$ cat src/rtl/fft_pkg.sv
// Shared FFT definitions: default sizes, the unloader state encoding, and the
// address bit-reversal used by both the input loader and the output streamer.
package fft_pkg;

  localparam int N_PTS   = 64;
  localparam int AW      = $clog2(N_PTS);
  localparam int DW      = 64;
  localparam int REV_MAX = 16;

  typedef enum logic [1:0] {IDLE, PRIME, STREAM, DRAIN} state_t;

  // Reverses the low w bits of a; bits at and above w come back as zero.
  function automatic logic [REV_MAX-1:0] bitrev(input logic [REV_MAX-1:0] a, input int w);
    logic [REV_MAX-1:0] r;
    logic [REV_MAX-1:0] t;
    r = '0;
    t = a;
    for (int i = 0; i < REV_MAX; i++) begin
      if (i < w) begin
        r = {r[REV_MAX-2:0], t[0]};
        t = t >> 1;
      end
    end
    return r;
  endfunction

endpackage

$ cat src/rtl/fft_out_streamer.sv
// Unloads the FFT result RAM in natural order, two samples per cycle, framed
// by DONE for exactly N/2 cycles; Q trails DONE by one cycle.
module fft_out_streamer
  import fft_pkg::*;
#(
  parameter int N      = N_PTS,
  parameter int DW     = fft_pkg::DW,
  parameter bit BITREV = 1'b1
) (
  input  logic                 CLK,
  input  logic                 RSTn,
  input  logic                 GO,
  output logic                 BUSY,
  output logic                 RD_EN,
  output logic [$clog2(N)-1:0] RD_ADDR0,
  output logic [$clog2(N)-1:0] RD_ADDR1,
  input  logic [DW-1:0]        RD_DATA0,
  input  logic [DW-1:0]        RD_DATA1,
  output logic                 DONE,
  output logic [DW-1:0]        Q0,
  output logic [DW-1:0]        Q1,
  output logic [1:0]           fsm_state
);

  localparam int ADDR_W = $clog2(N);
  localparam int CNT_W  = ADDR_W - 1;
  localparam logic [CNT_W-1:0] LAST = CNT_W'(N / 2 - 1);

  state_t             state, state_n;
  logic [CNT_W-1:0]   cnt, cnt_n;
  logic [CNT_W-1:0]   pair_sel;
  logic               issue;
  logic               busy_n, rd_en_n, done_n;
  logic [ADDR_W-1:0]  addr0_n, addr1_n;
  logic [DW-1:0]      q0_n, q1_n;

  function automatic logic [ADDR_W-1:0] map_addr(input logic [ADDR_W-1:0] lin);
    if (BITREV) return ADDR_W'(bitrev(REV_MAX'(lin), ADDR_W));
    return lin;
  endfunction

  assign fsm_state = state;

  // Every output is registered, so each transition loads the values the next cycle must show.
  always_comb begin
    state_n  = state;
    cnt_n    = cnt;
    busy_n   = BUSY;
    rd_en_n  = 1'b0;
    done_n   = 1'b0;
    issue    = 1'b0;
    pair_sel = '0;
    q0_n     = Q0;
    q1_n     = Q1;
    case (state)
      IDLE: begin
        if (GO) begin
          state_n = PRIME;
          busy_n  = 1'b1;
          issue   = 1'b1;
          cnt_n   = '0;
        end
      end
      PRIME: begin
        state_n  = STREAM;
        done_n   = 1'b1;
        issue    = 1'b1;
        pair_sel = CNT_W'(1);
        cnt_n    = '0;
      end
      STREAM: begin
        q0_n = RD_DATA0;
        q1_n = RD_DATA1;
        if (cnt == LAST) begin
          state_n = DRAIN;
        end else begin
          cnt_n  = cnt + 1'b1;
          done_n = 1'b1;
          // The final STREAM cycle only consumes data, so it issues no read.
          if (cnt_n != LAST) begin
            issue    = 1'b1;
            pair_sel = cnt + CNT_W'(2);
          end
        end
      end
      DRAIN: begin
        state_n = IDLE;
        busy_n  = 1'b0;
        q0_n    = '0;
        q1_n    = '0;
      end
      default: state_n = IDLE;
    endcase
    rd_en_n = issue;
    addr0_n = issue ? map_addr({pair_sel, 1'b0}) : RD_ADDR0;
    addr1_n = issue ? map_addr({pair_sel, 1'b1}) : RD_ADDR1;
  end

  always_ff @(posedge CLK or negedge RSTn) begin
    if (!RSTn) begin
      state    <= IDLE;
      cnt      <= '0;
      BUSY     <= 1'b0;
      RD_EN    <= 1'b0;
      DONE     <= 1'b0;
      RD_ADDR0 <= '0;
      RD_ADDR1 <= '0;
      Q0       <= '0;
      Q1       <= '0;
    end else begin
      state    <= state_n;
      cnt      <= cnt_n;
      BUSY     <= busy_n;
      RD_EN    <= rd_en_n;
      DONE     <= done_n;
      RD_ADDR0 <= addr0_n;
      RD_ADDR1 <= addr1_n;
      Q0       <= q0_n;
      Q1       <= q1_n;
    end
  end

endmodule

$ cat config.mk
export PLATFORM = sky130hd
export DESIGN_NAME = fft_out_streamer
export DESIGN_NICKNAME = d
export VERILOG_FILES = /design/src/rtl/fft_pkg.sv /design/src/rtl/fft_out_streamer.sv
export SDC_FILE = /design/constraint.sdc
export NUM_CORES = 1
export LEC_CHECK = 0
export BUFFER_PORTS_ARGS = -buffer_cell sky130_fd_sc_hd__buf_2
export CORE_MARGIN = 3
export CORE_UTILIZATION = 30
export CTS_CLUSTER_DIAMETER = 100
export DETAILED_ROUTE_END_ITERATION = 12
export PLACE_DENSITY = 0.52
export SYNTH_ARGS = -nofsm -noshare
export SYNTH_HDL_FRONTEND = slang
export SYNTH_SLANG_ARGS = --single-unit
$ cat constraint.sdc
create_clock -name CLK -period 2.2 [get_ports CLK]
set_input_delay 0.22 -clock CLK [delete_from_list [all_inputs] [get_ports CLK]]
set_output_delay 0.22 -clock CLK [all_outputs]
set_load 0.005 [all_outputs]
== After elaboration in Yosys (flattened, before gate mapping) ==
Index checks and enable logic that the tools add are counted.
Widths: inputs -> output; s select.
Word-level totals
  word-level logic and storage cells: 45
  register bits: 149
  output and inout port bits: 145
Operators by class
  add/sub/neg operators: 2
  reductions and logical operators: 7
  equal/unequal tests: 8
  mux-type cells: 19
Operators with widths (number)
  $pmux 64 s2: 2
  $mux 5: 4
  $pmux 5 s3: 1
  $pmux 5 s2: 1
  $pmux 2 s4: 1
  $ne 2x2->1 const B: 3
  $add 5x1->5 const B: 1
  $add 5x2->5 const B: 1
  $eq 5x5->1 const B: 1
  $mux 1: 5
  $ne 5x5->1 const B: 1
  $eq 2x2->1 const B: 2
  $mux 2: 2
  $pmux 1 s2: 2
  $reduce_and 2->1: 2
  $reduce_bool 2->1: 2
  $pmux 1 s3: 1
  $reduce_and 3->1: 1
  $reduce_bool 3->1: 1
  $eq 2x1->1 const B: 1
  $logic_not 2->1: 1

== Depth between registers and ports, before layout ==
Gate-level depths: netlist of run 1.
  word-level depth: 5
  gate-level depth with buffers: 8
  depth with buffers taken out: 7

== Least setup slack after synthesis of run 1 ==
No wires, ideal clock.
  kind: reg2reg
  from: register cnt[0]
  to: register RD_ADDR1[4]
  setup time: 0.087 ns
  required time: 2.113 ns
  arrival time: 1.691 ns
  setup slack: 0.422 ns
  stages on the path, launching flop included: 9
  cell sequence: dfrtp_1 -> ha_1 -> and3_1 -> ha_1 -> nor2b_1 -> buf_2 -> a31oi_1 -> o311a_1 -> o211ai_1
Between the ends
  word-level cells in the longest chain between the ends: 5
Ends and longest elaborated chain
  from (decl): line fft_out_streamer.sv:30  | logic [CNT_W-1:0] cnt, cnt_n;
  from (signal assigned): line fft_out_streamer.sv:112  | cnt <= cnt_n;
  $add 5x1->5: line fft_out_streamer.sv:77  | cnt_n = cnt + 1'b1;
  $ne 5x5->1: line fft_out_streamer.sv:80  | if (cnt_n != LAST) begin
  $mux 1 / $mux 5 (equally long branches): line fft_out_streamer.sv:80
  $mux 1 / $mux 5 (equally long branches): line fft_out_streamer.sv:74  | if (cnt == LAST) begin
  $pmux 1 s3 / $pmux 5 s2 (equally long branches): line fft_out_streamer.sv:55  | case (state)
  to (signal assigned): line fft_out_streamer.sv:117  | RD_ADDR1 <= addr1_n;
  to (decl): line fft_out_streamer.sv:16  | output logic [$clog2(N)-1:0] RD_ADDR1,
Parallel ways exist; a longest one is shown, timed or not.
A chain may end at the register's enable or synchronous reset.

== Worst setup path after layout of run 1 ==
  from: register cnt[0]
  to: register RD_ADDR1[5]
Between the ends
  word-level cells in the longest chain between the ends: 5
Ends and longest elaborated chain (line)
  $add 5x1->5: fft_out_streamer.sv:77
  $ne 5x5->1: fft_out_streamer.sv:80
  $mux 1: fft_out_streamer.sv:80
  $mux 1 *: fft_out_streamer.sv:74
  $pmux 1 s3 *: fft_out_streamer.sv:55
Mark *: on every way between the ends. The rest lies on a longest branch, timed or not.

==> impl_summary.txt, run 1 <==
----------------------------------------------------
[STA]
  Tmin final ... 1961 ps
  Max Clk Rate ... 510.0 MHz
  Share of the clock period used by the worst path ... 89.12%
  Final Hold Fails ... 0
  Max Transition Viols Final ... 0
  Final-report setup violation count ... 0
  RSZ-0062 raised after global routing ... no
  Total Neg Setup Slack ... 0 ps
  Max Clock Skew ... 13.01 ps

[Global route]
  Number of global-route vias before repair ... 4805
  Tot GR Track Use ... 14.24%
  Maximum number of pins on one net before global-route repair ... 111
  First-pass GRT wire length ... 25160 um
  Total congestion overflow after global routing ... 0
  Initial antenna violation count ... 0

[Yosys]
  Cells taking the most area after synthesis ... dfrtp_1, mux2i_1, nor2_1
  Most area-hungry cell type in the Yosys netlist ... dfrtp_1
  Number of nets produced by synthesis ... 649
  Portion of the post-synthesis area used by sequential elements ... 59.48%
  Area share of the largest cell type after synthesis ... 59.48%
  Average cell area after synthesis ... 11.88 um2
  Synth cell types ... 37
  Count of warnings emitted by yosys ... 0
  FF+latch count, synth ... 144
  Netlist Area Pre-Place ... 6058 um2
  Synthesized instance count ... 510

[Routing]
  Via count ... 4685
  Routed wirelength normalized by instance count ... 14.84 um
  Final antenna-violating net count ... 0
  DRT Wirelength ... 15640 um
  DR iter-0 viols ... 151
  Number of vias per cell ... 4.445
  DR DRC count ... 0
  First-pass iteration count of the detailed router ... 4

[Pwr]
  Highest ir drop seen on vdd ... 0.0005082 V
  Leakage ... 4.396 nW
  Power density normalized to cell area ... 1435 nW/um2

[Clock tree]
  Count of buffers added by post-CTS timing repair for setup ... 0
  H-tree depth ... 4
  CTS Root Buffer Type ... clkbuf_16
  Number of buffers created by CTS ... 17
  Count of hold-fix buffers inserted at cts ... 1
  CTS clock-pin slew for the worst setup and hold paths ... 60 ps
  Worst skew pair latency ... 410 ps
  CTS tree ... yes
  Clock Sinks ... 144
  Largest buffer count on any clock path ... 2
  Number of gates given a new drive strength after cts ... 0

[Die]
  Chip Height ... 148.1 um
  Die footprint ... 21940 um2
  FP Rows ... 51
  Core Footprint ... 19650 um2
  Num ports ... 276
  Horiz. Die Dim ... 148.1 um
  Initial core utilization ... 30.83%

[Worst setup path]
  Slowest stage cell on the critical path ... dfrtp_1
  Worst endpoint data arrival time ... 2240 ps
  Crit-path most repeated cell ... ha_1
  Maximum fanout encountered on the critical timing path ... 7
  Category of the worst setup path launch point ... flip-flop
  Data required time of the critical path ... 2480 ps
  Start-to-end type of the worst setup path ... reg -> reg
  Critical Path End Type ... flip-flop
  Cells traversed along the worst timing path ... ha_1 -> and3_1 -> ha_1 -> o2111ai_2 -> a21boi_0 -> o21bai_1
  Highest cell delay on the worst timing path ... 460 ps

[Cells and area]
  Filler-free cell count of the finished design ... 1054
  Area growth, synth to finish ... 37.73%
  Layout cell share with drive strength beyond 1 ... 40.56%
  Net count, final ... 915
  Number of diodes ... 0
  Final-layout fill cell count ... 1926

[Placed design]
  Placer congestion estimate ... 0.7474
  Number of I/O port buffers ... 274
  Dpl hpwl ... 11340 um
  Number of placed cells counting well taps ... 1021

[Run status]
  Status ... complete, no violations

[Min path]
  HP Class ... in -> reg

[Run]
  Number of maximum-capacitance constraint violations ... 0

----------------------------------------------------
## report_power, final
part	leakage, nW	internal, mW	switching, mW
combinational	2.26	2.26	2.50
clock	0.287	1.79	1.12
sequential	1.85	3.72	0.589
total	4.40	7.77	4.21
## cell type report
type	count	area [um2]	area share, %
timing repair buffer	285	1538	18.43
tap	265	331.6	3.974
clock buffer	19	432.9	5.188
multi-input combinational	323	2260	27.08
sequential	144	3603	43.18
inverter	5	18.77	0.2249
clock inverter	13	160.2	1.919
## per-stage QoR
step | total power, mW | hold WS, ps | area (um2) | setup WS (ps) | util, %
final | 11.97 | 47.53 | 8344 | 239.3 | 42.46
after global routing | 12.89 | 33.67 | 8344 | 60.68 | 42.46
after CTS | 12.21 | 24.73 | 8344 | 233.4 | 42.46
after detailed placement | 9.210 | 6.455 | 7741 | 237.1 | 39.39
after global placement | 9.072 | 5.618 | 7741 | 325.8 | 39.39
after floorplan | 7.230 | -75.59 | 6058 | 421.9 | -
## logic make-up after synthesis
family | count (synthesis) | share of synthesized area [%]
AND/OR/NAND/NOR | 153 | 10.20
flip-flops | 144 | 59.48
multiplexers | 128 | 21.15
buffers and inverters | 43 | 3.635
AO/OA/AOI/OAI | 30 | 3.387
adder cells (fa/ha/maj) | 8 | 1.652
XOR/XNOR | 3 | 0.4338
other | 1 | 0.06190
## path summary, 6_finish.rpt
path / endpoint / cells after the start / slack, ps / from
max in group asynchronous: Q1[0] / 3 / 1470 / RSTn
setup reg to reg: RD_ADDR1[5] / 6 / 240 / cnt[0]
setup / recovery: RD_ADDR1[5] / 6 / 240 / cnt[0]
min in group asynchronous: Q0[4] / 2 / 150 / RSTn
hold / removal: Q1[6] / 3 / 50 / RD_DATA1[6]
hold reg to reg: RD_ADDR1[5] / 1 / 480 / RD_ADDR1[5]
## sequential cells by signal (all words and copies together), names as in the netlist
register   cells
cnt            5
RD_EN          1
RD_ADDR1       6
BUSY           1
Q1            64
fsm_state      2
Q0            64
DONE           1
## layer usage
| metal | routed length [um] | up-vias | global-route usage (%) |
|---|---|---|---|
| li1 | - | 2239 | - |
| met1 | 6801 | 2230 | 18.49 |
| met2 | 7110 | 204 | 21.92 |
| met3 | 1541 | 12 | 5.576 |
| met4 | 183 | 0 | 4.758 |
| met5 | 0 | - | 0 |
## synth_stat cells
cell       number
a31oi_1         1
a211o_1         1
a22o_1          1
and2_1          1
dfrtp_1       144
and3_1          1
nand3b_1        1
a21oi_1         2
o22ai_1         4
a21boi_2        1
o22a_1          1
mux2i_1       128
nand3_1         1
o2111ai_2       1
o311a_1         1
nor2b_1         2
xnor2_1         1
clkbuf_1       13
o21ai_0        12
a21boi_0        1
inv_1           5
and3_4          1
buf_4          12
buf_2          11
conb_1          1
o21bai_1        1
nor2_1        130
o2111a_1        1
xor2_1          2
nand2b_1        3
nand2_1        11
buf_1           2
ha_1            8
o211ai_1        1
and3b_1         1
o21a_1          1
nand4_2         1
## worst max-delay path: cells and delay by family, from the launching register on
kind	cells	cell delay (ps)
adders and majority gates	2	580
DFF	1	460
and+or+nand+nor	1	170
AOI/OAI and AO/OA	3	620
## layout by cell type, fill, tap and decap left out, types with 3 or more instances in the layout
master       n
ha_1         6
nand2_1     11
buf_4        4
clkinv_2     4
bufinv_16    3
inv_1        5
buf_12       6
mux2i_1    128
buf_2      273
clkbuf_16   17
dfrtp_1    144
nor2_1     130
o21ai_0     12
nand2b_1     3
o22ai_1      4
Note: power is estimated with default switching activity, not from simulation.
==> inputs of run 2 (changes only) <==
--- a/config.mk
+++ b/config.mk
@@ -6,11 +6,12 @@
 export NUM_CORES = 1
 export LEC_CHECK = 0
 export BUFFER_PORTS_ARGS = -buffer_cell sky130_fd_sc_hd__buf_2
+export CAP_MARGIN = 0
 export CORE_MARGIN = 3
 export CORE_UTILIZATION = 30
 export CTS_CLUSTER_DIAMETER = 100
 export DETAILED_ROUTE_END_ITERATION = 12
-export PLACE_DENSITY = 0.52
+export PLACE_DENSITY = 0.54
 export SYNTH_ARGS = -nofsm -noshare
 export SYNTH_HDL_FRONTEND = slang
 export SYNTH_SLANG_ARGS = --single-unit
==> constraint.sdc (replaced) <==
create_clock -name CLK -period 1.8 [get_ports CLK]
set_input_delay 0.18 -clock CLK [delete_from_list [all_inputs] [get_ports CLK]]
set_output_delay 0.18 -clock CLK [all_outputs]
set_load 0.005 [all_outputs]
==> impl_summary.txt, run 2 (synthesis results as in run 1) <==
----------------------------------------------------
[Cells and area]
  Net count, final ... 951
  Area growth, synth to finish ... 44.22%
  Biggest regs ... Q0 (64), Q1 (64), RD_ADDR1 (6)
  Number of diodes ... 0
  Final Core Density ... 44.46%
  Most frequent cells in the layout ... buf_2, dfrtp_1, nor2_1, mux2i_1
  Leading cell type in the layout, fill and taps excluded ... buf_2
  Layout cell share with drive strength beyond 1 ... 41.50%

[Clock tree]
  CTS clock-pin slew for the worst setup and hold paths ... 60 ps
  CTS Root Buffer Type ... clkbuf_16
  Largest buffer count on any clock path ... 2
  H-tree depth ... 4
  Number of buffers created by CTS ... 17
  Worst skew pair latency ... 400 ps
  Clock Sinks ... 144
  CTS tree ... yes

[STA]
  Final Hold Fails ... 0
  Worst max-slew margin expressed relative to the limit ... 60.44%
  Final-report setup violation count ... 0
  Max Transition Viols Final ... 0
  Total Neg Setup Slack ... 0 ps
  Hold slack ... 19.20 ps
  Worst-Margin Slew ... 593.4 ps
  RSZ-0062 raised after global routing ... no
  Share of the clock period used by the worst path ... 93.98%
  Max Clk Rate ... 591.1 MHz
  Tmin final ... 1692 ps
  Max Clock Skew ... 11.65 ps

[Routing]
  Number of vias per cell ... 4.325
  DRT Wirelength ... 15760 um
  Via count ... 4710
  DR iter-0 viols ... 143
  DR DRC count ... 0
  Routed wirelength normalized by instance count ... 14.47 um
  Final antenna-violating net count ... 0
  First-pass iteration count of the detailed router ... 6

[Die]
  Chip Height ... 148.1 um
  Horiz. Die Dim ... 148.1 um
  FP Rows ... 51
  Initial core utilization ... 30.83%
  Core Footprint ... 19650 um2
  Num ports ... 276
  Die footprint ... 21940 um2

[Pwr]
  Leakage ... 4.567 nW
  Highest ir drop seen on vdd ... 0.0007591 V
  Power density normalized to cell area ... 1725 nW/um2
  PnR Total Power ... 15.07 mW

[Worst setup path]
  Critical Path End Type ... flip-flop
  Depth of the most critical reg-to-reg path ... 7
  Data required time of the critical path ... 2120 ps
  Category of the worst setup path launch point ... flip-flop
  RR Endpoint ... RD_ADDR1[0]
  Slack of the worst reg-to-reg path ... 110 ps
  Worst endpoint data arrival time ... 2010 ps
  Start-to-end type of the worst setup path ... reg -> reg
  Maximum fanout encountered on the critical timing path ... 4
  Startpoint of the lowest-slack register-to-register path ... cnt[0]

[Placed design]
  Number of I/O port buffers ... 274
  Placer congestion estimate ... 0.7224
  Dpl hpwl ... 11200 um

[Global route]
  Maximum number of pins on one net before global-route repair ... 132
  Number of global-route vias before repair ... 4818
  First-pass GRT wire length ... 24900 um
  Total congestion overflow after global routing ... 0
  Tot GR Track Use ... 14.10%
  Initial antenna violation count ... 0

[Min path]
  Start point of the worst hold path ... RD_DATA1[52]
  Endpoint of the worst hold path ... Q1[52]
  HP Class ... in -> reg
  Number of instances on the worst hold path ... 3

[Run]
  Number of maximum-capacitance constraint violations ... 0

[Run status]
  Status ... complete, no violations

----------------------------------------------------
## run 2: changes by cell type in the layout (fill, tap and decap cells not counted), moves of 2 or more
cell           before  now
dlygate4sd3_1       1   20
buf_4               4   20
ha_1                6    3
ha_2                0    2
clkinv_2            4    2
## run 2: area by class of cell
type | count | area (um2)
fillers | 1924 | 10920
flip-flops and latches | 144 | 3603
multi-input cells | 323 | 2292
repair buffers | 321 | 1868
clock buffers | 19 | 442.9
well taps | 265 | 331.6
clock inverters | 12 | 180.2
inverters | 5 | 18.77
## run 2: power by group
group          switching [mW]  total, mW  internal (mW)
logic                    3.16       6.14           2.98
registers               0.640       5.19           4.55
clock network            1.38       3.74           2.36
## run 2: per-stage QoR
step           setup WS, ps  std cells  instance area, um2
5_1_grt               16.32       1089                8737
3_5_place_dp          48.84       1036                7866
2_1_floorplan         21.89        510                6058
4_1_cts               34.76       1087                8690
6_report              108.4       1089                8737
3_3_place_gp          89.42       1036                7866
## run 2: metal layers
layer	vias up	global-route usage, %	share of wire, %
met1	2187	19.05	46
met3	17	4.052	8.0
met5	-	0	0
li1	2304	-	-
met4	0	5.358	1.8
met2	202	21.60	45
## run 2: worst max path at each step
| stage | to | slack (ps) | from | cells after the start |
|---|---|---|---|---|
| after floorplan | RD_ADDR1[4] | 20 | cnt[0] | 8 |
| after global placement | RD_ADDR1[4] | 90 | cnt[0] | 8 |
| final | RD_ADDR1[0] | 110 | cnt[0] | 7 |
| after CTS | RD_ADDR1[0] | 30 | cnt[0] | 7 |
| after global routing | RD_ADDR1[4] | 20 | cnt[0] | 8 |
| after detailed placement | RD_ADDR1[1] | 50 | cnt[0] | 7 |
## run 2: worst max-delay path, cell delays in order (launching register included)
cell	delay, ps
dfrtp_1	380
ha_2	180
and3_4	150
ha_4	270
o2111ai_2	100
buf_4	180
and3_4	190
o22ai_1	180
## run 2: repair_timing
action                                 4_1_cts  5_1_grt
setup endpoints to repair                    0        8
buffers inserted                             0        2
hold buffers                                20        0
endpoints found under the hold margin       57        0
gates resized for setup                      0        6
